==> config.mk <==
export PLATFORM = sky130hd
export DESIGN_NAME = regfile_mp_flat
export DESIGN_NICKNAME = d
export VERILOG_FILES = /design/src/rtl/regfile_mp_if.sv /design/src/rtl/regfile_mp.sv /design/src/flat_wrapper.sv
export SDC_FILE = /design/constraint.sdc
export NUM_CORES = 2
export LEC_CHECK = 0
export BUFFER_PORTS_ARGS = -buffer_cell sky130_fd_sc_hd__buf_2
export CORE_AREA = 10 10 348 350
export DETAILED_ROUTE_END_ITERATION = 6
export DIE_AREA = 0 0 358 360
export PLACE_DENSITY = 0.76
export SETUP_SLACK_MARGIN = 0.5
export SLEW_MARGIN = 0
export SYNTH_ARGS = -nofsm -noshare
export SYNTH_HDL_FRONTEND = slang
export SYNTH_SLANG_ARGS = --single-unit
==> constraint.sdc <==
create_clock -name clk -period 3.3 [get_ports clk]
set_input_delay 0.825 -clock clk [delete_from_list [all_inputs] [get_ports clk]]
set_output_delay 0.825 -clock clk [all_outputs]
set_load 0.05 [all_outputs]
==> src/rtl/regfile_mp_if.sv <==
// ----------------------------------------------------------------------------
// regfile_mp_if
// Bundle of every non-clock signal on the multi-port register file.
//
// Two sides use it:
//   master : the decode/writeback side. It drives the read addresses, the
//            write ports, the retire flags and the issue strobe.
//   slave  : the register file. It returns read data, per-port busy bits and
//            the full scoreboard vector.
//
// Signals (packed buses, port k / j occupies slice [k*W +: W]):
//   rd_addr  NRD*AW    read addresses
//   rd_data  NRD*XLEN  read data
//   rd_busy  NRD       scoreboard bit of each read address
//   wr_en    NWR       write enables
//   wr_addr  NWR*AW    write addresses
//   wr_data  NWR*XLEN  write data
//   wr_clr   NWR       write also retires a producer (clears busy)
//   iss_en   1         issue strobe
//   iss_addr AW        destination register being issued
//   busy_vec NREG      full scoreboard, bit 0 always 0
// ----------------------------------------------------------------------------
interface regfile_mp_if #(
    parameter int XLEN = 32,
    parameter int NREG = 32,
    parameter int NRD  = 2,
    parameter int NWR  = 2
);
    localparam int AW = $clog2(NREG);

    logic [NRD*AW-1:0]   rd_addr;
    logic [NRD*XLEN-1:0] rd_data;
    logic [NRD-1:0]      rd_busy;
    logic [NWR-1:0]      wr_en;
    logic [NWR*AW-1:0]   wr_addr;
    logic [NWR*XLEN-1:0] wr_data;
    logic [NWR-1:0]      wr_clr;
    logic                iss_en;
    logic [AW-1:0]       iss_addr;
    logic [NREG-1:0]     busy_vec;

    modport master (
        output rd_addr, wr_en, wr_addr, wr_data, wr_clr, iss_en, iss_addr,
        input  rd_data, rd_busy, busy_vec
    );

    modport slave (
        input  rd_addr, wr_en, wr_addr, wr_data, wr_clr, iss_en, iss_addr,
        output rd_data, rd_busy, busy_vec
    );
endinterface

==> src/rtl/regfile_mp.sv <==
// ----------------------------------------------------------------------------
// regfile_mp
// Parametrised multi-port integer register file with a per-register busy
// scoreboard for the decode stage.
//
//   - NREG registers of XLEN bits; register 0 always reads zero and can never
//     be written or marked busy.
//   - NWR write ports committing at the rising clock edge; when several ports
//     hit the same register in one cycle the highest-numbered port wins.
//   - NRD combinational read ports. With BYPASS=1 a read of a register being
//     written this cycle returns the incoming data (highest port wins);
//     with BYPASS=0 it returns the stored value.
//   - Scoreboard: issue sets a register's busy bit, a write flagged wr_clr
//     clears it, and issue wins when both hit the same register.
//
// Ports:
//   clk    rising-edge clock
//   rst_n  asynchronous active-low reset; clears registers and scoreboard,
//          and forces all read data to zero while held low
//   rf     regfile_mp_if.slave bundle (read, write, issue, scoreboard)
// ----------------------------------------------------------------------------
module regfile_mp #(
    parameter int XLEN   = 32,
    parameter int NREG   = 32,
    parameter int NRD    = 2,
    parameter int NWR    = 2,
    parameter int BYPASS = 1
) (
    input  logic        clk,
    input  logic        rst_n,
    regfile_mp_if.slave rf
);
    localparam int AW = $clog2(NREG);

    logic [XLEN-1:0]     r_regs [NREG];
    logic [NREG-1:0]     r_busy;

    logic [NREG-1:0]     w_we;
    logic [NREG-1:0]     w_set;
    logic [NREG-1:0]     w_clr;
    logic [XLEN-1:0]     w_wd [NREG];

    logic [AW-1:0]       w_ra;
    logic [XLEN-1:0]     w_rv;
    logic [NRD*XLEN-1:0] w_rd_data;
    logic [NRD-1:0]      w_rd_busy;

    // Per-register write/issue/retire decode. Ports are scanned in ascending
    // order so the last matching (highest) port overrides the data. Register 0
    // never decodes a hit, which keeps it at zero and never busy.
    always_comb begin
        for (int r = 0; r < NREG; r++) begin
            w_we[r]  = 1'b0;
            w_clr[r] = 1'b0;
            w_wd[r]  = '0;
            w_set[r] = rf.iss_en && (rf.iss_addr == AW'(r)) && (r != 0);
            for (int j = 0; j < NWR; j++) begin
                if (rf.wr_en[j] && (rf.wr_addr[j*AW +: AW] == AW'(r)) && (r != 0)) begin
                    w_we[r] = 1'b1;
                    w_wd[r] = rf.wr_data[j*XLEN +: XLEN];
                    if (rf.wr_clr[j]) begin
                        w_clr[r] = 1'b1;
                    end
                end
            end
        end
    end

    // Storage and scoreboard. Issue has priority over retire: a newly issued
    // producer supersedes the one retiring in the same cycle.
    always_ff @(posedge clk or negedge rst_n) begin
        if (!rst_n) begin
            for (int r = 0; r < NREG; r++) begin
                r_regs[r] <= '0;
            end
            r_busy <= '0;
        end else begin
            for (int r = 0; r < NREG; r++) begin
                if (w_we[r]) begin
                    r_regs[r] <= w_wd[r];
                end
            end
            r_busy <= w_set | (r_busy & ~w_clr);
        end
    end

    // Read ports. The busy bit is taken from registered state only; the
    // hazard unit pairs it with its own forwarding of same-cycle retires.
    always_comb begin
        w_rd_data = '0;
        w_rd_busy = '0;
        w_ra      = '0;
        w_rv      = '0;
        for (int k = 0; k < NRD; k++) begin
            w_ra = rf.rd_addr[k*AW +: AW];
            w_rv = r_regs[w_ra];
            if (BYPASS != 0) begin
                for (int j = 0; j < NWR; j++) begin
                    if (rf.wr_en[j] && (rf.wr_addr[j*AW +: AW] == w_ra) && (w_ra != '0)) begin
                        w_rv = rf.wr_data[j*XLEN +: XLEN];
                    end
                end
            end
            // Bypassed data would otherwise leak through while reset is held.
            w_rd_data[k*XLEN +: XLEN] = rst_n ? w_rv : '0;
            w_rd_busy[k]              = r_busy[w_ra];
        end
    end

    assign rf.rd_data  = w_rd_data;
    assign rf.rd_busy  = w_rd_busy;
    assign rf.busy_vec = r_busy;

endmodule

==> src/flat_wrapper.sv <==
// flat-port wrapper written by rule: the top's interface ports become plain ports
module regfile_mp_flat 
#(
    parameter int XLEN   = 32,
    parameter int NREG   = 32,
    parameter int NRD    = 2,
    parameter int NWR    = 2,
    parameter int BYPASS = 1
)
  (clk, rst_n, rf_rd_addr, rf_wr_en, rf_wr_addr, rf_wr_data, rf_wr_clr, rf_iss_en, rf_iss_addr, rf_rd_data, rf_rd_busy, rf_busy_vec);
  regfile_mp_if #(.XLEN(XLEN), .NREG(NREG), .NRD(NRD), .NWR(NWR)) rf_i ();
  input  logic clk;
  input  logic rst_n;
  input wire logic [$bits(rf_i.rd_addr)-1:0] rf_rd_addr;
  input wire logic [$bits(rf_i.wr_en)-1:0] rf_wr_en;
  input wire logic [$bits(rf_i.wr_addr)-1:0] rf_wr_addr;
  input wire logic [$bits(rf_i.wr_data)-1:0] rf_wr_data;
  input wire logic [$bits(rf_i.wr_clr)-1:0] rf_wr_clr;
  input wire logic [$bits(rf_i.iss_en)-1:0] rf_iss_en;
  input wire logic [$bits(rf_i.iss_addr)-1:0] rf_iss_addr;
  output wire logic [$bits(rf_i.rd_data)-1:0] rf_rd_data;
  output wire logic [$bits(rf_i.rd_busy)-1:0] rf_rd_busy;
  output wire logic [$bits(rf_i.busy_vec)-1:0] rf_busy_vec;
  assign rf_i.rd_addr = rf_rd_addr;
  assign rf_i.wr_en = rf_wr_en;
  assign rf_i.wr_addr = rf_wr_addr;
  assign rf_i.wr_data = rf_wr_data;
  assign rf_i.wr_clr = rf_wr_clr;
  assign rf_i.iss_en = rf_iss_en;
  assign rf_i.iss_addr = rf_iss_addr;
  assign rf_rd_data = rf_i.rd_data;
  assign rf_rd_busy = rf_i.rd_busy;
  assign rf_busy_vec = rf_i.busy_vec;
  regfile_mp #(.XLEN(XLEN), .NREG(NREG), .NRD(NRD), .NWR(NWR), .BYPASS(BYPASS)) u_core (.clk(clk), .rst_n(rst_n), .rf(rf_i));
endmodule
==> results.txt <==
----------------------------------------------------
[STA]
  Hold_ws ... 0.234 ns
  Max transition margin ... 25.4%
  Minimum period implied by the final worst setup slack ... 3.85 ns
  Endpoints failing setup ... 66
  Count of endpoints failing hold in the final timing report ... 0
  Slew at the pin with the worst max-slew slack ... 1.12 ns
  Final Max Tran Viols ... 0
  Part of the cycle the worst path needs ... 117%
  Highest achievable clock rate ... 260 MHz
  Setup ws final ... -0.552 ns
  Worst-case clock skew ... 0 ns
  RSZ-0062 raised after global routing ... yes

[Drt]
  Total routed wirelength ... 298,000 um
  Number of iterations in the first detailed-routing pass ... 7
  Remaining routing DRC violations ... 132
  Total vias in the final route ... 65,800
  Number of DRC markers after the initial detailed-route iteration ... 12,500
  Average wire length per cell after detail routing ... 33.8 um
  Length of routed wiring on met1 ... 97,400 um
  Average via count per standard cell ... 7.47
  Uppermost signal routing layer after detailed routing ... met5
  Count of antenna-violating nets left after detailed routing ... 0
  Met3 wire len ... 51,400 um
  Routed length on met2 ... 118,000 um

[Clocking]
  CTS sink count ... 1,023
  Clock latency at the later pin of the worst-skew pair ... 0.75 ns
  Clock transition at the register clock pins on the worst setup and hold paths after CTS ... 0.06 ns
  Clock tree from TritonCTS ... built
  Clock root buffer ... clkbuf_16
  Number of CTS-inserted buffers ... 114
  Number of levels in the clock H-tree ... 3
  Clk buf depth ... 3

[Synthesis]
  Dominant cell type by area after synthesis ... dfrtp_1
  Synthesized instance count ... 6,962
  Yosys top cell area share ... 39.0%
  Synth Warn # ... 0
  Synth Register Bits ... 1,023
  Avg Cell Area, Syn ... 9.42 um2
  Number of flops mapped to enable cells by yosys ... 0
  Synth area leaders ... dfrtp_1 39%, mux2i_1 22%, mux4_2 7.3%
  Async set or reset register ratio after synthesis ... 100%
  Netlist cell types ... 44
  Ys flop type ... dfrtp_1
  Post-synthesis net count ... 7,058
  Post-synthesis sequential area ratio ... 39.0%
  Post-synthesis instance area ... 0.0656 mm2

[Critical path]
  FF-to-FF End ... u_core.r_regs[666]
  Register-to-Register Setup Slack ... 2.33 ns
  Slowest cell on crit path ... mux4_2
  Category of the critical setup timing path ... in -> out
  Setup crit end kind ... primary output
  Nature of the critical path startpoint ... input port
  Data required time of the critical path ... 2.47 ns
  Number of buffer and inverter instances along the worst setup path ... 5
  CP top delay family ... buffers and inverters
  R2R cell count ... 2
  Crit-path max FO ... 7
  Critical path arrival ... 3.03 ns
  Worst-path cell chain ... buf_16, buf_12, buf_16, buf_12, mux4_2, nor2b_2, nor3_2, a31oi_2, and3_4, o21ai_4, buf_12
  Start of the worst register-to-register path ... u_core.r_regs[666]
  Most Frequent Cell on Critical Path ... buf_12
  Delay of the slowest cell on the worst path ... 0.53 ns

[Die]
  Standard-cell rows ... 124
  Die boundary height ... 360 um
  Die Wd ... 358 um
  Top Ports ... 194
  Floorplan die area ... 0.129 mm2
  Core footprint ... 0.114 mm2
  Initial core utilization ... 57.6%

[Placed design]
  Final estimated routing congestion in global placement ... 1.00
  Number of placed cells counting well taps ... 8,418
  Detail Placement HPWL ... 178,000 um
  I/O Buffers ... 192

[Min path]
  Class of the tightest hold or removal check ... in -> async

[Global routing]
  Number of antenna violations at the first check in global routing ... 9
  Vias in the first global route ... 62,800
  GR Overflow Total ... 0
  First-pass GRT wire length ... 415,000 um
  Global-route usage over all layers ... 42.9%
  Largest net degree at the start of global routing ... 175

[Layout]
  Share of layout cells above drive strength 1 ... 25.5%
  Total Nets Final ... 7,290
  Finished Layout Cells ... 8,807
  Area growth from synthesis to final layout ... 24.8%

[Power]
  Sum of internal, switching and leakage power ... 0.0458 W
  Peak supply drop ... 0.000507 V
  Power per standard cell area ... 560 mW/mm2
  Leakage dissipation ... 36.4 nW

[Status]
  Violated checks ... DRC, setup timing
  Run status ... finished, violations left

[Run]
  Maximum Capacitance Violations ... 0

----------------------------------------------------
==> sequential cells by signal, indices dropped and copies added (netlist names) <==
name and count:
u_core.rf.busy_vec 31, u_core.r_regs 992
==> synthesized netlist by cell type, drive strengths merged (62+ instances only) <==
master,instances
mux2,68
a221oi,62
mux2i,1436
clkbuf,562
a22oi,139
nand2,1027
dfrtp,1023
nand3,80
buf,296
nor2,433
a31oi,127
o21ai,705
o22ai,93
nor3,67
mux4,213
a21oi,324
==> layout by cell type, fill, tap and decap left out, types with 29 or more instances in the layout <==
master | Yosys | layout
o21ai_0 | 698 | 640
nor2b_1 | 56 | 36
nor3_1 | 66 | 35
o22ai_1 | 93 | 64
a22o_1 | 33 | 33
clkbuf_16 | 0 | 125
buf_4 | 5 | 474
a221oi_1 | 62 | 44
nand2_2 | 0 | 37
mux4_2 | 213 | 213
nor2_4 | 0 | 35
buf_6 | 2 | 79
o211ai_1 | 32 | 32
nor2_1 | 433 | 396
buf_8 | 0 | 29
mux2i_1 | 1436 | 1424
buf_2 | 201 | 116
nand3_1 | 80 | 68
a31oi_1 | 127 | 116
mux2_2 | 68 | 62
a21oi_1 | 324 | 321
o21ai_4 | 0 | 52
nand2_1 | 1027 | 972
dfrtp_1 | 1023 | 1013
a22oi_1 | 139 | 115
buf_12 | 0 | 238
==> power breakdown <==
| part | internal (W) | total (W) | switching [W] |
|---|---|---|---|
| registers | 0.0159 | 0.0191 | 0.00320 |
| logic | 0.00643 | 0.0136 | 0.00719 |
| clock network | 0.00753 | 0.0132 | 0.00563 |
| total | 0.0298 | 0.0458 | 0.0160 |
==> through the flow <==
step / util, % / area [um2] / setup TNS (ns) / setup slack [ns]
finish: 71.9 / 81900 / -25.36 / -0.552
global route: 71.9 / 81900 / -25.31 / -0.555
CTS: 69.7 / 79400 / -16.29 / -0.347
detailed placement: 64.6 / 73600 / -30.40 / -0.924
global placement: 64.6 / 73600 / -28.94 / -0.980
floorplan: - / 66900 / -0.167 / -0.0495
==> what timing repair did <==
item / in CTS / in global routing
setup endpoints to repair: 66 / 66
resized for setup: 288 / 255
gates cloned: 14 / 10
endpoints found under the hold margin: 1 / 0
buffers inserted: 45 / 102
pin swaps: 57 / 109
hold buffers: 1 / 0
==> area by class of cell <==
type | count | area [um2]
Antenna cell | 12 | 30.0
Clock buffer | 168 | 3350
Clock inverter | 37 | 429
Fill cell | 7549 | 32000
Inverter | 8 | 30.0
Multi-Input combinational cell | 5073 | 39300
Sequential cell | 1023 | 25600
Tap cell | 1512 | 1890
Timing Repair Buffer | 974 | 11200
==> worst max path at each step <==
| stage | from | to | slack (ns) | depth (start not counted) |
|---|---|---|---|---|
| 2_1_floorplan | rf_rd_addr[5] | rf_rd_data[36] | -0.05 | 8 |
| 3_3_place_gp | rf_rd_addr[1] | rf_rd_data[30] | -0.98 | 10 |
| 3_5_place_dp | rf_rd_addr[1] | rf_rd_data[30] | -0.92 | 10 |
| 4_1_cts | rf_rd_addr[6] | rf_rd_data[34] | -0.35 | 11 |
| 5_1_grt | rf_wr_addr[1] | rf_rd_data[8] | -0.55 | 12 |
| 6_report | rf_rd_addr[5] | rf_rd_data[56] | -0.55 | 11 |
==> worst register-to-register path, cell delays in order, from the launching register on <==
cell and delay, ns:
dfrtp_1 0.41, mux2i_1 0.25, a21oi_1 0.15
==> cells by family after synthesis <==
family          count (synthesis)  synth area share (%)
simple gates                 1767                  11.0
mux                          1717                  30.4
compound gates               1568                  13.9
flops                        1023                  39.0
buf+inv                       866                  5.39
xor+xnor                       20                 0.267
other cells                     1               0.00572
==> metal layers <==
metal / vias to the layer above / global-route usage [%]
met4: 10 / 32.5
met2: 6703 / 59.4
met5: - / 0
met1: 31300 / 52.2
li1: 25500 / -
met3: 2238 / 18.8
Power figures use the tool's default switching activity.
